### config.mk
export PLATFORM = sky130hd
export DESIGN_NAME = csr_file
export DESIGN_NICKNAME = d
export VERILOG_FILES = /design/src/rtl/csr_file.sv
export SDC_FILE = /design/constraint.sdc
export NUM_CORES = 1
export LEC_CHECK = 0
export ABC_AREA = 1
export BUFFER_PORTS_ARGS = -buffer_cell sky130_fd_sc_hd__buf_2
export CORE_MARGIN = 2
export CORE_UTILIZATION = 25
export DETAILED_ROUTE_END_ITERATION = 8
export PLACE_DENSITY = 0.43
export SKIP_CTS_REPAIR_TIMING = 1
export SLEW_MARGIN = 20
export SYNTH_ARGS = -nofsm -noshare
export SYNTH_HDL_FRONTEND = slang
export SYNTH_SLANG_ARGS = --single-unit
### constraint.sdc
create_clock -name clk -period 22.6 [get_ports clk]
set_clock_uncertainty 0.2 [all_clocks]
set_input_delay 1.13 -clock clk [delete_from_list [all_inputs] [get_ports clk]]
set_output_delay 1.13 -clock clk [all_outputs]
set_load 0.05 [all_outputs]
### src/rtl/csr_file.sv
// ---------------------------------------------------------------------------
// csr_file: machine-mode CSR responder for the RV32IM core.
//
// Takes the decoded CSR strobes and operands from the execute stage and
// returns the old CSR value for write-back to rd. The read-modify-write
// update happens on the rising clock edge. The block also holds the 64-bit
// cycle/instret counters and the trap registers used by the PC/trap logic.
//
// Ports
//   clk, rst        clock, asynchronous active-high reset
//   is_csr          SYSTEM-opcode CSR instruction in execute
//   csr_read_en     read strobe (an access is valid when is_csr & csr_read_en)
//   csr_write_en    write strobe
//   funct3          001 RW, 010 RS, 011 RC, 101 RWI, 110 RSI, 111 RCI
//   csr_addr        CSR address (instr[31:20])
//   rs1_idx         rs1 index, also used as zimm by the immediate forms
//   rs1_data        register source operand
//   retire          one pulse per retired instruction
//   trap_en         trap entry pulse, with trap_pc / trap_cause
//   mret_en         MRET executed
//   csr_rdata       old CSR value (combinational, 0 when invalid or illegal)
//   illegal_csr     illegal access (combinational)
//   mtvec_o, mepc_o, mie_o   registered trap state
//
// Handshake: there is no backpressure. Every cycle in which is_csr and
// csr_read_en are both high is one complete access. The read result comes
// out in the same cycle, and any write commits on the next rising edge.
// ---------------------------------------------------------------------------
module csr_file #(
  parameter logic [31:0] HART_ID  = 32'h0,
  parameter logic [31:0] MISA_VAL = 32'h4000_1100
) (
  input  logic        clk,
  input  logic        rst,
  input  logic        is_csr,
  input  logic        csr_read_en,
  input  logic        csr_write_en,
  input  logic [2:0]  funct3,
  input  logic [11:0] csr_addr,
  input  logic [4:0]  rs1_idx,
  input  logic [31:0] rs1_data,
  input  logic        retire,
  input  logic        trap_en,
  input  logic [31:0] trap_pc,
  input  logic [31:0] trap_cause,
  input  logic        mret_en,
  output logic [31:0] csr_rdata,
  output logic        illegal_csr,
  output logic [31:0] mtvec_o,
  output logic [31:0] mepc_o,
  output logic        mie_o
);

  localparam logic [11:0] A_MSTATUS   = 12'h300;
  localparam logic [11:0] A_MISA      = 12'h301;
  localparam logic [11:0] A_MTVEC     = 12'h305;
  localparam logic [11:0] A_MSCRATCH  = 12'h340;
  localparam logic [11:0] A_MEPC      = 12'h341;
  localparam logic [11:0] A_MCAUSE    = 12'h342;
  localparam logic [11:0] A_MCYCLE    = 12'hB00;
  localparam logic [11:0] A_MINSTRET  = 12'hB02;
  localparam logic [11:0] A_MCYCLEH   = 12'hB80;
  localparam logic [11:0] A_MINSTRETH = 12'hB82;
  localparam logic [11:0] A_CYCLE     = 12'hC00;
  localparam logic [11:0] A_INSTRET   = 12'hC02;
  localparam logic [11:0] A_CYCLEH    = 12'hC80;
  localparam logic [11:0] A_INSTRETH  = 12'hC82;
  localparam logic [11:0] A_MHARTID   = 12'hF14;

  // Architectural state
  logic        r_mie;
  logic        r_mpie;
  logic [31:0] r_mtvec;
  logic [31:0] r_mscratch;
  logic [31:0] r_mepc;
  logic [31:0] r_mcause;
  logic [63:0] r_mcycle;
  logic [63:0] r_minstret;

  // Decode / datapath
  logic        w_valid;
  logic        w_mapped;
  logic [31:0] w_old;
  logic [31:0] w_src;
  logic [31:0] w_new;
  logic        w_op_ok;
  logic        w_wants_write;
  logic        w_ro_violation;
  logic        w_illegal;
  logic        w_we;
  logic        w_trap_busy;

  assign w_valid = is_csr & csr_read_en;
  assign w_src   = funct3[2] ? {27'b0, rs1_idx} : rs1_data;
  assign w_op_ok = (funct3[1:0] != 2'b00);

  // RW/RWI always writes. RS/RC with x0 or zimm=0 is a pure read.
  assign w_wants_write  = ~funct3[1] | (rs1_idx != 5'd0);
  assign w_ro_violation = (csr_addr[11:10] == 2'b11) & w_wants_write;

  assign w_illegal = w_valid & (~w_op_ok | ~w_mapped | w_ro_violation);
  assign w_we      = w_valid & csr_write_en & ~w_illegal
                   & ~(funct3[1] & (rs1_idx == 5'd0));

  // Trap entry and MRET both own mstatus/mepc/mcause in their cycle, so a
  // CSR write to those three is dropped then. Writes elsewhere still commit.
  assign w_trap_busy = trap_en | mret_en;

  // Read mux. The counter shadows alias the machine counters.
  always_comb begin
    w_mapped = 1'b1;
    w_old    = 32'h0;
    case (csr_addr)
      A_MSTATUS:               w_old = {24'b0, r_mpie, 3'b0, r_mie, 3'b0};
      A_MISA:                  w_old = MISA_VAL;
      A_MTVEC:                 w_old = r_mtvec;
      A_MSCRATCH:              w_old = r_mscratch;
      A_MEPC:                  w_old = r_mepc;
      A_MCAUSE:                w_old = r_mcause;
      A_MCYCLE,   A_CYCLE:     w_old = r_mcycle[31:0];
      A_MCYCLEH,  A_CYCLEH:    w_old = r_mcycle[63:32];
      A_MINSTRET, A_INSTRET:   w_old = r_minstret[31:0];
      A_MINSTRETH, A_INSTRETH: w_old = r_minstret[63:32];
      A_MHARTID:               w_old = HART_ID;
      default:                 w_mapped = 1'b0;
    endcase
  end

  always_comb begin
    w_new = w_src;
    case (funct3[1:0])
      2'b10:   w_new = w_old | w_src;
      2'b11:   w_new = w_old & ~w_src;
      default: w_new = w_src;
    endcase
  end

  assign csr_rdata   = (w_valid & ~w_illegal) ? w_old : 32'h0;
  assign illegal_csr = w_illegal;

  // mstatus, mepc, mcause: trap > mret > CSR write
  always_ff @(posedge clk or posedge rst) begin
    if (rst) begin
      r_mie    <= 1'b0;
      r_mpie   <= 1'b0;
      r_mepc   <= 32'h0;
      r_mcause <= 32'h0;
    end else if (trap_en) begin
      r_mepc   <= trap_pc & ~32'h3;
      r_mcause <= trap_cause;
      r_mpie   <= r_mie;
      r_mie    <= 1'b0;
    end else if (mret_en) begin
      r_mie  <= r_mpie;
      r_mpie <= 1'b1;
    end else if (w_we) begin
      case (csr_addr)
        A_MSTATUS: begin
          r_mie  <= w_new[3];
          r_mpie <= w_new[7];
        end
        A_MEPC:   r_mepc   <= {w_new[31:2], 2'b00};
        A_MCAUSE: r_mcause <= w_new;
        default: ;
      endcase
    end
  end

  // mtvec (direct mode only) and mscratch are not touched by trap/MRET
  always_ff @(posedge clk or posedge rst) begin
    if (rst) begin
      r_mtvec    <= 32'h0;
      r_mscratch <= 32'h0;
    end else if (w_we) begin
      if (csr_addr == A_MTVEC)    r_mtvec    <= {w_new[31:2], 2'b00};
      if (csr_addr == A_MSCRATCH) r_mscratch <= w_new;
    end
  end

  // Counters: a write to either half suppresses the increment for the whole
  // 64-bit counter in that cycle, so the other half simply holds.
  always_ff @(posedge clk or posedge rst) begin
    if (rst) begin
      r_mcycle <= 64'h0;
    end else if (w_we && csr_addr == A_MCYCLE) begin
      r_mcycle[31:0] <= w_new;
    end else if (w_we && csr_addr == A_MCYCLEH) begin
      r_mcycle[63:32] <= w_new;
    end else begin
      r_mcycle <= r_mcycle + 64'd1;
    end
  end

  always_ff @(posedge clk or posedge rst) begin
    if (rst) begin
      r_minstret <= 64'h0;
    end else if (w_we && csr_addr == A_MINSTRET) begin
      r_minstret[31:0] <= w_new;
    end else if (w_we && csr_addr == A_MINSTRETH) begin
      r_minstret[63:32] <= w_new;
    end else if (retire) begin
      r_minstret <= r_minstret + 64'd1;
    end
  end

  assign mtvec_o = r_mtvec;
  assign mepc_o  = r_mepc;
  assign mie_o   = r_mie;

endmodule

## Word-level counts from Yosys, hierarchy flattened

Cells that the tools add are included.

| storage, ports and cells | value |
|---|---|
| bits in registers | 256 |
| output and inout port bits | 98 |

| operators by class | value |
|---|---|
| add/sub/neg operators | 2 |
| eq/ne operators | 21 |
| muxes and demuxes | 28 |
| bitwise operators | 20 |
| reductions and logical operators | 26 |

Operators by type and width:

| kind | count |
|---|---|
| two-way mux 32 bit | 16 |
| case mux 32 bit (10 select lines) | 1 |
| adder 64 x 1 -> 64 bit, second input constant | 2 |
| equality test 12 bit, second input constant | 9 |
| equality test 12 x 10 -> 1 bit, second input constant | 6 |
| two-way mux 64 bit | 1 |
| case mux 32 bit (2 select lines) | 1 |
| bitwise AND 32 bit | 1 |
| NOT 32 bit | 1 |
| bitwise OR 32 bit | 1 |
| OR reduction 15 bit | 1 |
| nonzero test 2 bit | 6 |
| AND reduction 2 bit | 5 |
| two-way mux 1 bit | 9 |
| bitwise AND 1 bit | 8 |
| OR reduction 2 bit | 4 |
| equality test 2 bit, second input constant | 3 |
| != test 2 bit, second input constant | 3 |
| NOT 1 bit | 6 |
| AND reduction 3 bit | 2 |
| nonzero test 3 bit | 2 |
| logical NOT 5 bit | 1 |
| nonzero test 5 bit | 1 |
| logical AND 1 bit | 4 |
| bitwise OR 1 bit | 3 |

## Logic depth before layout (Yosys ltp)

| logic depth | value |
|---|---|
| depth after elaboration | 13 |
| gate-level depth with buffers | 19 |
| mapped depth without buffers | 17 |

## Worst setup path before layout

Ideal clock, no wire load.

| timing | value |
|---|---|
| kind | input -> output |
| from | input csr_addr[3] |
| to | output csr_rdata[25] |
| data arrival time | 3059 ps |
| data required time | 21270 ps |
| slack | 18211 ps |
| stages | 12 |
| buffers on the path | 1 |
| cell sequence | nor2_2 nand2_1 nor2_1 o21ai_2 nand2_1 inv_2 nand2_1 inv_2 nand2_2 nand3_4 clkbuf_1 a31oi_1 |

| on the way | value |
|---|---|
| longest elaborated chain between the ends | 10 |

Ends and longest elaborated chain:

| element | line | text |
|---|---|---|
| start: declaration | 39 | `input logic [11:0] csr_addr,` |
| equality test 12 x 10 -> 1 bit or equality test 12 bit (tied branches) | 113 | `case (csr_addr)` |
| OR reduction 15 bit (no line) | -- |  |
| two-way mux 1 bit | 113 |  |
| NOT 1 bit | 101 | `assign w_illegal = w_valid & (~w_op_ok \| ~w_mapped \| w_ro_violation);` |
| bitwise OR 1 bit (2 in series) | 101 |  |
| bitwise AND 1 bit | 101 |  |
| NOT 1 bit | 138 | `assign csr_rdata = (w_valid & ~w_illegal) ? w_old : 32'h0;` |
| bitwise AND 1 bit | 138 |  |
| two-way mux 32 bit * | 138 |  |
| end: declaration | 47 | `output logic [31:0] csr_rdata,` |

Every way passes the cells marked *; elsewhere a longest branch is shown, timed or not.

## Worst setup path in the final report

| timing | value |
|---|---|
| from | input csr_addr[5] |
| to | output csr_rdata[25] |

The elaborated chain is that of the path after synthesis.

==> results.py <==
metrics = {
    "cts": {
        "htreeDepth": 2,
        "clk_pin_slew_ps": 60,
        "clockBufferDepth": 3,
        "clkSinkCount": 254,
        "cts-root-buf": "clkbuf_16",
        "clk_latency_ps": 560,
        "cts_tree": "built",
        "cts_inserted_buffers": 35,
    },
    "logic_synthesis": {
        "ys_async_sr_fraction": 1.00,
        "synth_area_mm2": 0.0187,
        "syn_area_per_cell_um2": 6.02,
        "synth_edf_count": 0,
        "synthFlopType": "dfrtp_1",
        "netlist-cell-type-count": 39,
        "ys_seq_area_frac": 0.340,
        "syn_inst": 3107,
        "synth-seq-cells": 254,
        "yosys_warnings": 0,
    },
    "drt": {
        "avgViaCountPerCell": 4.86,
        "drc": 0,
        "ant_nets": 0,
        "wirelength_mm": 90.2,
        "num_vias": 20600,
        "detail_route.wl_per_cell_um": 21.2,
        "drt-pass1-iter-count": 6,
        "first_iter_violations": 1891,
    },
    "grt": {
        "grt_pass1_wl_mm": 134,
        "grt_usage": 0.231,
        "grt_pass1_vias": 20000,
        "grt_max_degree": 150,
        "grt_overflow_total": 0,
        "antenna_found_initial": 4,
    },
    "floorplan": {
        "initial_core_util": 0.252,
        "core_area_mm2": 0.0742,
        "rows": 100,
        "die_h_um": 277,
        "fp.dieW_um": 277,
        "die_area_mm2": 0.0770,
        "num_io_pins": 222,
    },
    "power_and_ir_drop": {
        "p_leak_uw": 0.0116,
        "vdd_drop_max_mv": 0.0377,
        "p_per_area_mw_per_mm2": 55.2,
    },
    "final_layout": {
        "fillCellCount": 8517,
        "finalNonFillerCells": 4248,
        "mostFrequentLayoutCell": "nand2_1",
        "drive_gt1_frac": 0.104,
        "stdcell_area_mm2": 0.0218,
        "final_cell_mix": "nand2_1, nand3_1, nor2_1",
        "final_nets": 3380,
        "area_delta_synth_final_pct": 16.5,
    },
    "flow_run": {
        "maxCapViolCount": 0,
    },
    "placement": {
        "placedInstanceArea_mm2": 0.0206,
        "dp.cells": 4186,
        "gp_congestion": 0.964,
        "dp_hpwl_mm": 67.0,
        "io_buffers": 215,
        "dp_slack_ps": 16480,
    },
    "sta": {
        "slew_headroom": 0.281,
        "tns_ps": 0,
        "finalMaxSlewViolations": 0,
        "max_freq_mhz": 175,
        "hold_violations": 0,
        "finalCritPeriodShare": 0.253,
        "fin_crit_ps": 5710,
        "rsz0062_at_grt": "false",
        "setup_ws_ps": 16890,
        "worst_pin_slew_ps": 1080,
        "finalSetupViolCount": 0,
    },
    "setup_path": {
        "arrival_ps": 4380,
        "endpoint_kind": "primary output",
        "rrSetupSlack_ps": 19010,
        "slowest_delay_ps": 860,
        "crit_required_ps": 21270,
        "path_max_fanout": 34,
        "crit_type": "input pin to primary output",
        "critPathSlowestCell": "a31oi_1",
        "crit_path_start_kind": "input pin",
        "worstPathCellList": "buf_2, nor2_1, nand2_2, nor2_4, buf_4, nand2_1, nand3_1, nor2_1, nand2_2, nand3_4, a31oi_1, buf_2",
    },
    "outcome": {
        "status": "finished clean",
    },
    "hold_path": {
        "hold_path_class": "flop to flop",
    },
}
-- sequential cells by signal, summed over array words and instances, names as in the netlist --
name and flops:
r_minstret 64, mie_o 1, r_mcause 32, mtvec_o 30, r_mpie 1, mepc_o 30, r_mscratch 32, r_mcycle 64
-- where the power goes --
part	internal, uW	total (uW)	leakage, uW	switching (uW)
sequential	470	486	0.00345	16.0
clock	346	579	0.000573	232
combinational	33.2	138	0.00756	104
-- cell type report --
class	count	area (um^2)	area share
Antenna cell	1	2.50	0.000115
Clock buffer	50	1010	0.0465
Clock inverter	11	155	0.00712
Inverter	216	821	0.0377
Multi-Input combinational cell	2502	10900	0.501
Sequential cell	254	6360	0.292
Tap cell	969	1210	0.0557
Timing Repair Buffer	245	1310	0.0603
-- synthesized netlist by cell type, types with 9 or more instances --
library cell     n  area share
inv_1          204       0.041
nor2_1         325       0.065
dfrtp_1        254        0.34
buf_2           49       0.013
clkbuf_1        60       0.012
nor3_1          60       0.016
nor4_1          16      0.0054
buf_4           20      0.0080
nand2_1       1491        0.30
nand3_1        322       0.086
nand4_1         41       0.014
o21ai_1          9      0.0024
a21oi_1         56       0.015
xnor2_1         13      0.0061
a31oi_1         27      0.0090
xor2_1          97       0.045
-- stage by stage --
step / power (uW) / hold WS (ps) / utilization
detailed placement: 632 / 266 / 0.278
CTS: 1210 / 282 / 0.293
global route: 1250 / 293 / 0.293
floorplan: 575 / 249 / -
global placement: 632 / 267 / 0.278
finish: 1200 / 277 / 0.293
-- worst max-delay path, delay by kind of cell --
kind,cells,cell delay (ps)
AND/OR/NAND/NOR,8,1440
AO/OA/AOI/OAI,1,860
buffers and inverters,3,900
-- logic make-up after synthesis --
family / Yosys count / share of synthesized area
other: 1 / 0.000201
DFF: 254 / 0.340
xor gates and xnor gates: 110 / 0.0515
buffers and inverters: 354 / 0.0789
and+or+nand+nor: 2281 / 0.497
adders and majority gates: 2 / 0.00134
AOI/OAI and AO/OA: 105 / 0.0308
-- routing by layer --
| layer | vias to the layer above | GRT usage | wire length (um) |
|---|---|---|---|
| met2 | 737 | 0.353 | 39200 |
| li1 | 9999 | - | - |
| met4 | 4 | 0.0729 | 2790 |
| met3 | 154 | 0.0500 | 6650 |
| met5 | - | 0 | 27 |
| met1 | 9748 | 0.323 | 41600 |
-- path summary, 6_finish.rpt --
check                               from             end  depth (start not counted)
min in group asynchronous            rst       mepc_o[6]                          2
setup / recovery             csr_addr[5]   csr_rdata[25]                         12
hold reg to reg            r_mscratch[9]   r_mscratch[9]                          2
setup reg to reg           r_minstret[0]  r_minstret[36]                         15
max in group asynchronous            rst  r_minstret[17]                          3
hold / removal             r_mscratch[9]   r_mscratch[9]                          2
No activity file was read; power rests on OpenSTA's default activity.
